### config.mk
export PLATFORM = sky130hd
export DESIGN_NAME = gray_conv_sched
export DESIGN_NICKNAME = d
export VERILOG_FILES = /design/src/rtl/gray_conv_pkg.sv /design/src/rtl/gray_conv_sched_arb.sv /design/src/rtl/gray_conv_sched.sv
export SDC_FILE = /design/constraint.sdc
export NUM_CORES = 1
export LEC_CHECK = 0
export BUFFER_PORTS_ARGS = -buffer_cell sky130_fd_sc_hd__buf_2
export CAP_MARGIN = 10
export CORE_MARGIN = 3
export CORE_UTILIZATION = 47
export CTS_BUF_LIST = sky130_fd_sc_hd__clkbuf_4 sky130_fd_sc_hd__clkbuf_8
export DETAILED_ROUTE_END_ITERATION = 12
export PLACE_DENSITY = 0.76
export SYNTH_ARGS = -nofsm -noshare
export SYNTH_HDL_FRONTEND = slang
export SYNTH_SLANG_ARGS = --single-unit
export TNS_END_PERCENT = 30
### constraint.sdc
create_clock -name clk -period 1.1 [get_ports clk]
set_clock_uncertainty 0.05 [all_clocks]
set_input_delay 0.22 -clock clk [delete_from_list [all_inputs] [get_ports clk]]
set_output_delay 0.22 -clock clk [all_outputs]
set_load 0.02 [all_outputs]
### src/rtl/gray_conv_pkg.sv
// Shared types and helpers for the gray_conv_sched slice: FSM state type,
// the out_id width function and a parallel Gray-to-binary reference.
package gray_conv_pkg;

  typedef enum logic [1:0] {IDLE, CONV, DONE} state_t;

  localparam int unsigned GC_MAXW = 64;

  function automatic int unsigned idw(input int unsigned nreq);
    return (nreq <= 1) ? 1 : $clog2(nreq);
  endfunction

  // Each binary bit is the XOR of every Gray bit at or above it.
  function automatic logic [GC_MAXW-1:0] gray2bin_ref(input logic [GC_MAXW-1:0] g);
    logic [GC_MAXW-1:0] b;
    b = g;
    for (int unsigned s = 1; s < GC_MAXW; s++) begin
      b = b ^ (g >> s);
    end
    return b;
  endfunction

endpackage

### src/rtl/gray_conv_sched_arb.sv
// One-hot request arbiter for gray_conv_sched. GRAY_CONV_RR_ARB_EN selects
// round-robin starting after 'last'; otherwise fixed priority, lowest index wins.
module rr_arbiter_onehot #(
  parameter int unsigned NREQ = 2,
  parameter int unsigned IDW  = 1
) (
  input  logic [NREQ-1:0] req,
  input  logic [IDW-1:0]  last,
  input  logic            en,
  output logic [NREQ-1:0] grant
);

`ifdef GRAY_CONV_RR_ARB_EN
  int unsigned last_u;
  logic        found;

  always_comb begin
    grant  = '0;
    found  = 1'b0;
    last_u = int'(last);
    if (en) begin
      for (int unsigned off = 1; off <= NREQ; off++) begin
        for (int unsigned i = 0; i < NREQ; i++) begin
          if (!found && req[i] && (i == ((last_u + off) % NREQ))) begin
            grant[i] = 1'b1;
            found    = 1'b1;
          end
        end
      end
    end
  end
`else
  logic found;
  logic unused_last;

  assign unused_last = ^last;

  always_comb begin
    grant = '0;
    found = 1'b0;
    if (en) begin
      for (int unsigned i = 0; i < NREQ; i++) begin
        if (!found && req[i]) begin
          grant[i] = 1'b1;
          found    = 1'b1;
        end
      end
    end
  end
`endif

endmodule

### src/rtl/gray_conv_sched.sv
// Shares one bit-serial Gray-to-binary converter among NREQ requesters.
// Define GRAY_CONV_RR_ARB_EN for round-robin arbitration (default: fixed priority).
module gray_conv_sched
  import gray_conv_pkg::*;
#(
  parameter  int unsigned W    = 4,
  parameter  int unsigned NREQ = 2,
  localparam int unsigned IDW  = idw(NREQ)
) (
  input  logic              clk,
  input  logic              rst,
  input  logic [NREQ-1:0]   req,
  input  logic [NREQ*W-1:0] gray_in,
  output logic [NREQ-1:0]   grant,
  output logic              busy,
  output logic [W-1:0]      bin_out,
  output logic [IDW-1:0]    out_id,
  output logic              out_valid,
  input  logic              out_ready
);

  localparam int unsigned CW = $clog2(W);

  state_t          state_q, state_d;
  logic [CW-1:0]   cnt_q, cnt_d;
  logic [W-1:0]    shreg_q, shreg_d;
  logic            acc_q, acc_d;
  logic [W-1:0]    bin_q, bin_d;
  logic [IDW-1:0]  id_q, id_d;
  logic [NREQ-1:0] grant_q, grant_d;
  logic            valid_q, valid_d;
  logic            busy_q, busy_d;
  logic [IDW-1:0]  last_q, last_d;

  logic [NREQ-1:0] arb_grant;
  logic            arb_en;
  logic [IDW-1:0]  win_idx;
  logic [W-1:0]    win_gray;
  logic            bit_v;

  assign arb_en = (state_q == IDLE);

  rr_arbiter_onehot #(
    .NREQ (NREQ),
    .IDW  (IDW)
  ) u_arb (
    .req   (req),
`ifdef GRAY_CONV_RR_ARB_EN
    .last  (last_q),
`else
    .last  ('0),
`endif
    .en    (arb_en),
    .grant (arb_grant)
  );

  always_comb begin
    win_idx  = '0;
    win_gray = '0;
    for (int unsigned i = 0; i < NREQ; i++) begin
      if (arb_grant[i]) begin
        win_idx  = IDW'(i);
        win_gray = gray_in[i*W +: W];
      end
    end
  end

  always_comb begin
    state_d = state_q;
    cnt_d   = cnt_q;
    shreg_d = shreg_q;
    acc_d   = acc_q;
    bin_d   = bin_q;
    id_d    = id_q;
    grant_d = '0;
    valid_d = valid_q;
    busy_d  = busy_q;
    bit_v   = 1'b0;
`ifdef GRAY_CONV_RR_ARB_EN
    last_d  = last_q;
`else
    last_d  = '0;
`endif
    unique case (state_q)
      IDLE: begin
        if (|arb_grant) begin
          grant_d = arb_grant;
          id_d    = win_idx;
          last_d  = win_idx;
          shreg_d = win_gray;
          acc_d   = 1'b0;
          cnt_d   = CW'(W - 1);
          busy_d  = 1'b1;
          state_d = CONV;
        end
      end
      CONV: begin
        // acc holds the previous binary bit, so the MSB passes straight through.
        bit_v   = shreg_q[W-1] ^ acc_q;
        acc_d   = bit_v;
        bin_d   = {bin_q[W-2:0], bit_v};
        shreg_d = shreg_q << 1;
        cnt_d   = cnt_q - 1'b1;
        if (cnt_q == '0) begin
          valid_d = 1'b1;
          state_d = DONE;
        end
      end
      DONE: begin
        if (valid_q && out_ready) begin
          valid_d = 1'b0;
          busy_d  = 1'b0;
          state_d = IDLE;
        end
      end
      default: state_d = IDLE;
    endcase
  end

  always_ff @(posedge clk) begin
    if (rst) begin
      state_q <= IDLE;
      cnt_q   <= '0;
      shreg_q <= '0;
      acc_q   <= 1'b0;
      bin_q   <= '0;
      id_q    <= '0;
      grant_q <= '0;
      valid_q <= 1'b0;
      busy_q  <= 1'b0;
      last_q  <= IDW'(NREQ - 1);
    end else begin
      state_q <= state_d;
      cnt_q   <= cnt_d;
      shreg_q <= shreg_d;
      acc_q   <= acc_d;
      bin_q   <= bin_d;
      id_q    <= id_d;
      grant_q <= grant_d;
      valid_q <= valid_d;
      busy_q  <= busy_d;
      last_q  <= last_d;
    end
  end

  assign grant     = grant_q;
  assign busy      = busy_q;
  assign bin_out   = bin_q;
  assign out_id    = id_q;
  assign out_valid = valid_q;

endmodule

==> impl_metrics.tcl, run 1 <==
set metrics [dict create \
    required_ns 1.27 \
    power_density_nw_per_um2 1550 \
    rows 14 \
    cts_tree "built" \
    cts_max_path_buffers 2 \
    first_global_vias 765 \
    synthAdderAreaFrac_pct 1.54 \
    synth_top_family_by_area "simple AND/OR/NAND/NOR gates" \
    hold_violations 0 \
    ys_ff_latch 18 \
    grt_max_degree 15 \
    slew_headroom_pct 76.6 \
    multiInputGateArea_um2 457 \
    n_antenna_cell 0 \
    max_freq_mhz 843 \
    synth_area_leaders "dfxtp_1 (44%), a21oi_1 (7.4%), nand2_1 (6.9%), o21ai_0 (4.9%), nand3b_1 (2.8%)" \
    outcome "complete, but fails checks" \
    critPathKind "reg -> reg" \
    vias 807 \
    path_cells "buf_6, buf_6, nand3b_1, a21o_1, a31oi_1" \
    path_max_fanout 6 \
    grt_overflow 0 \
    die-height_um 47.6 \
    layout_setup_ws_ns -0.0858 \
    ys.flop_type "dfxtp_1" \
    insertion_delay_ns 0.29 \
    rr_worst_depth 5 \
    clkTransAtPathRegs_ns 0.11 \
    r2r_start "state_q[0]" \
    synth.top_cell.area_share_pct 44.4 \
    numClockSinks 18 \
    vias_per_cell 5.76 \
    max_stage_delay_ns 0.35 \
    route.detailed.drc 0 \
    min_to "shreg_q[2]" \
    synth_top_area_cell "dfxtp_1" \
    timing.rr.end "shreg_q[1]" \
    fin_cells 140 \
    leakage_nw 0.482 \
    die-area_um2 2260 \
    r2r_slack_ns -0.09 \
    hold_depth 3 \
    peakVddDrop_v 0.000904 \
    io_buffers 21 \
    synth_nets 105 \
    min_from "gray_in[6]" \
    violations "setup timing" \
    hp-class "in -> reg" \
    crit_buf_inv 2 \
    yosysSeqAreaShare_pct 44.4 \
    arrival_ns 1.35 \
    netlist_instances 91 \
    dp.cells 134 \
    cts_root_buf "clkbuf_4" \
    ios 22 \
    ctsHoldBuffers 0 \
    drtIter0Drc 20 \
    cp_top_family "flip-flops" \
    worstSetupStartpointType "register" \
    synth_edf_count 0 \
    slew_viol_final 0 \
    synth-compound-area-share_pct 23.6 \
    place_congestion 0.858 \
    core_area_um2 1560 \
    synth_area_per_cell_um2 8.92 \
    htreeDepth 1 \
    regArea_um2 373 \
    critPathLaunch "state_q[0]" \
    min_period_ns 1.19 \
    syn2layout_area_growth_pct 39.0 \
    tightestPinTransition_ns 0.349 \
    ant_nets 0 \
    drive_above_1_share_pct 48.4 \
    cp-end-kind "register" \
    crit_path_top_delay_cell "dfxtp_2" \
    drv_cap 0 \
    synth_xor_area_share_pct 1.08 \
    grt_pass1_wl_um 3320 \
    numCtsBuffers 3 \
    synth.yosys.warnings 0 \
    path_common_cell "buf_6" \
    first_pass_iters 4 \
    nFillCells 123 \
    report.final.setup_viol 8 \
    antenna_found_initial 0 \
    synth-async-reset-ratio_pct 0 \
    nets 139 \
    dp_slack_ns -0.200 \
    syn_area_um2 812 \
    die_w_um 47.6 \
    wl_um 2150 \
    rsz0062_at_grt "true" \
    total_power_w 0.00175 \
    grtUsageTotal_pct 21.6 \
    start_util_pct 52.1 \
    post-route-period-util_pct 108 \
    muxShareOfSynthArea_pct 0 \
    synth-simple-area-share_pct 24.5 \
    synth.distinct_cells 31 \
    dp_hpwl_um 1430 \
    wl_per_cell_um 15.4 \
]
## worst max-delay path by stage
| stage | cells after the start | end |
|---|---|---|
| CTS | 5 | shreg_q[1] |
| global route | 3 | shreg_q[1] |
| floorplan | 3 | cnt_q[1] |
| finish | 5 | shreg_q[1] |
| global placement | 4 | shreg_q[1] |
| detailed placement | 4 | shreg_q[1] |
## report_power, final
part	total, W	switching (W)	internal, W
Sequential	0.000794	0.0000627	0.000731
Clock	0.000403	0.000202	0.000201
Combinational	0.000557	0.000271	0.000287
## synth_stat cells, types with 2 or more instances
| cell | instances |
|---|---|
| inv_1 | 2 |
| nand2_1 | 15 |
| dfxtp_1 | 18 |
| nand3b_1 | 3 |
| nor2b_1 | 3 |
| a211oi_1 | 2 |
| o21ai_0 | 8 |
| buf_2 | 2 |
| a21oi_1 | 12 |
| a31oi_1 | 2 |
| a21o_1 | 2 |
| nand2b_1 | 2 |
| nor4b_1 | 2 |
## layout make-up
type	instances	share of cell area [%]
Timing Repair Buffer	34	20.8
Tap cell	16	1.77
Inverter	2	0.665
Clock buffer	4	3.22
Multi-Input combinational cell	66	40.5
Sequential cell	18	33.0
## state kept, by name (all words and copies together) (netlist names)
name	cells
state_q	2
shreg_q	4
busy	1
acc_q	1
cnt_q	2
grant	2
bin_out	4
out_id	1
out_valid	1
## cells by family (layout without fill, tap and decap cells)
| kind of cell | Yosys count | in the layout |
|---|---|---|
| AND/OR/NAND/NOR | 34 | 34 |
| AO/OA/AOI/OAI | 30 | 30 |
| flip-flops | 18 | 18 |
| buffers and inverters | 7 | 40 |
| adder cells (fa/ha/maj) | 1 | 1 |
| XOR/XNOR | 1 | 1 |
## metrics by stage
stage               hold slack, ns  setup TNS [ns]  cell area [µm²]  util [%]
floorplan                    0.330               0              812         -
global placement             0.390          -0.391              987      63.3
detailed placement           0.398          -0.908              987      63.3
CTS                          0.133          -0.283             1080      69.2
global route                 0.129          -0.956             1130      72.4
finish                       0.135          -0.316             1130      72.4
## what timing repair did
action                                  4_1_cts  5_1_grt
pin swaps                                     6        2
setup buffers                                 3        0
endpoints found under the setup margin       15       20
resized for setup                            13       17
## tightest hold or removal path, delay by kind of cell
kind            cells  cell delay (ns)
buf+inv             1             0.10
simple gates        1             0.05
compound gates      1             0.07
## placed cells by master (no fill, tap or decap), types with 3 or more instances in the layout
cell type,n
buf_4,16
nand2_1,15
a21oi_1,11
clkbuf_4,3
o21ai_0,7
dfxtp_1,10
buf_6,4
nor2b_1,3
nand3b_1,3
buf_2,14
dfxtp_2,7
## routing by layer
| metal | up-vias | GRT usage (%) | routed length, µm | share of wire [%] |
|---|---|---|---|---|
| li1 | 391 | - | - | - |
| met1 | 385 | 22.1 | 864 | 40 |
| met2 | 23 | 39.6 | 1120 | 52 |
| met3 | 8 | 5.26 | 89 | 4.1 |
| met4 | 0 | 12.4 | 73 | 3.4 |
| met5 | - | 0 | 0 | 0 |
Power figures use the tool's default switching activity.
==> inputs of run 2 (changes only) <==
Settings changed: CORE_ASPECT_RATIO set to 1.4, CORE_UTILIZATION 47 to 44, CTS_BUF_LIST sky130_fd_sc_hd__clkbuf_4 sky130_fd_sc_hd__clkbuf_8 to unset, PLACE_DENSITY 0.76 to 0.71.
==> run 2 against run 1 <==
The flow still finishes with violations (setup timing). Clock power is 2% higher. Highest routed layer unchanged. Setup slack better by 0.085 ns. Global-route usage is 5.4 points lower.
==> impl_metrics.tcl, run 2 (synthesis results as in run 1) <==
set metrics [dict create \
    max_stage_delay_ns 0.39 \
    cts_root_buf "clkbuf_4" \
    clkTransAtPathRegs_ns 0.10 \
    layout_commonest_cell "buf_4" \
    cp-end-kind "register" \
    ant_nets 0 \
    grtUsageTotal_pct 16.2 \
    cts_max_path_buffers 2 \
    vias 765 \
    syn2layout_area_growth_pct 40.2 \
    min_period_ns 1.10 \
    nets 140 \
    insertion_delay_ns 0.29 \
    core_area_um2 1660 \
    crit_buf_inv 1 \
    htreeDepth 1 \
    drv_cap 0 \
    wl_um 1760 \
    ios 22 \
    die-area_um2 2400 \
    critPathLaunch "state_q[0]" \
    path_cells "buf_6, nand3b_1, a21o_1, a31oi_1" \
    routed.top_layer "met4" \
    hold_violations 0 \
    antenna_found_initial 0 \
    path_max_fanout 5 \
    numClockSinks 18 \
    tightestPinTransition_ns 0.273 \
    first_pass_iters 3 \
    min_from "gray_in[6]" \
    hp-class "in -> reg" \
    critPathKind "reg -> reg" \
    total_power_w 0.00172 \
    layout_common_cells "buf_4 (18), nand2_1 (15), buf_2 (14)" \
    grt_max_degree 15 \
    dp_hpwl_um 1290 \
    fin_cells 144 \
    drtIter0Drc 8 \
    crit_path_top_delay_cell "dfxtp_4" \
    place_congestion 0.708 \
    worstSetupStartpointType "register" \
    numCtsBuffers 3 \
    slew_headroom_pct 81.8 \
    ctsHoldBuffers 0 \
    route.detailed.drc 0 \
    dp.cells 139 \
    violations "setup timing" \
    rsz0062_at_grt "true" \
    grt_overflow 0 \
    route.met2.wl_um 968 \
    leakage_nw 0.488 \
    r2r_start "state_q[0]" \
    max_freq_mhz 908 \
    report.final.setup_viol 1 \
    die-height_um 56.8 \
    first_global_vias 724 \
    dp_slack_ns -0.0841 \
    post-route-period-util_pct 100 \
    io_buffers 21 \
    layout_setup_ws_ns -0.000880 \
    outcome "complete, but fails checks" \
    peakVddDrop_v 0.000885 \
    power_density_nw_per_um2 1510 \
    arrival_ns 1.28 \
    cts_tree "built" \
    r2r_slack_ns -0.0009 \
    m1WireLength_um 714 \
    cp_top_family "flip-flops" \
    n_antenna_cell 0 \
    drive_above_1_share_pct 47.2 \
    die_w_um 42.3 \
    rows 17 \
    vias_per_cell 5.31 \
    grt_pass1_wl_um 2970 \
    slew_viol_final 0 \
    required_ns 1.28 \
    start_util_pct 48.9 \
    wl_per_cell_um 12.2 \
    route.met3.wl_um 60 \
]
==> run 2: cell type report <==
cell class,count,area (µm²)
flip-flops and latches,18,372
clock buffers,4,36.3
repair buffers,35,239
well taps,19,23.8
multi-input cells,66,460
inverters,2,7.51
fillers,132,520
==> run 2: metrics by stage <==
stage	utilization [%]	area, µm²	hold slack [ns]	setup TNS, ns
3_3_place_gp	60.6	1010	0.390	-0.169
6_report	68.6	1140	0.129	-0.000880
2_1_floorplan	-	812	0.330	0
4_1_cts	65.6	1090	0.118	-0.00268
5_1_grt	68.6	1140	0.121	-0.335
3_5_place_dp	60.6	1010	0.403	-0.210
==> run 2: routing by layer <==
metal,global-route usage [%],vias to the layer above
met5,0,-
met4,9.33,0
met3,2.88,2
met2,29.6,15
met1,16.5,356
li1,-,392
==> run 2: final timing paths <==
check	cells after the start	to
setup / recovery	4	shreg_q[1]
hold / removal	3	shreg_q[2]
setup reg to reg	4	shreg_q[1]
hold reg to reg	2	bin_out[1]
==> run 2: timing repair <==
action / 4_1_cts / 5_1_grt
gates resized for setup: 13 / 15
endpoints found under the setup margin: 16 / 18
buffers inserted: 1 / 0
pin swaps: 1 / 3
==> run 2: worst min-delay path, delay by kind of cell <==
kind,cells,cell delay (ns)
and+or+nand+nor,1,0.04
AOI/OAI and AO/OA,1,0.06
buffers and inverters,1,0.10
==> run 2: where the power goes <==
| part | internal, W | switching (W) |
|---|---|---|
| Sequential | 0.000729 | 0.0000514 |
| Clock | 0.000202 | 0.000209 |
| Combinational | 0.000272 | 0.000257 |
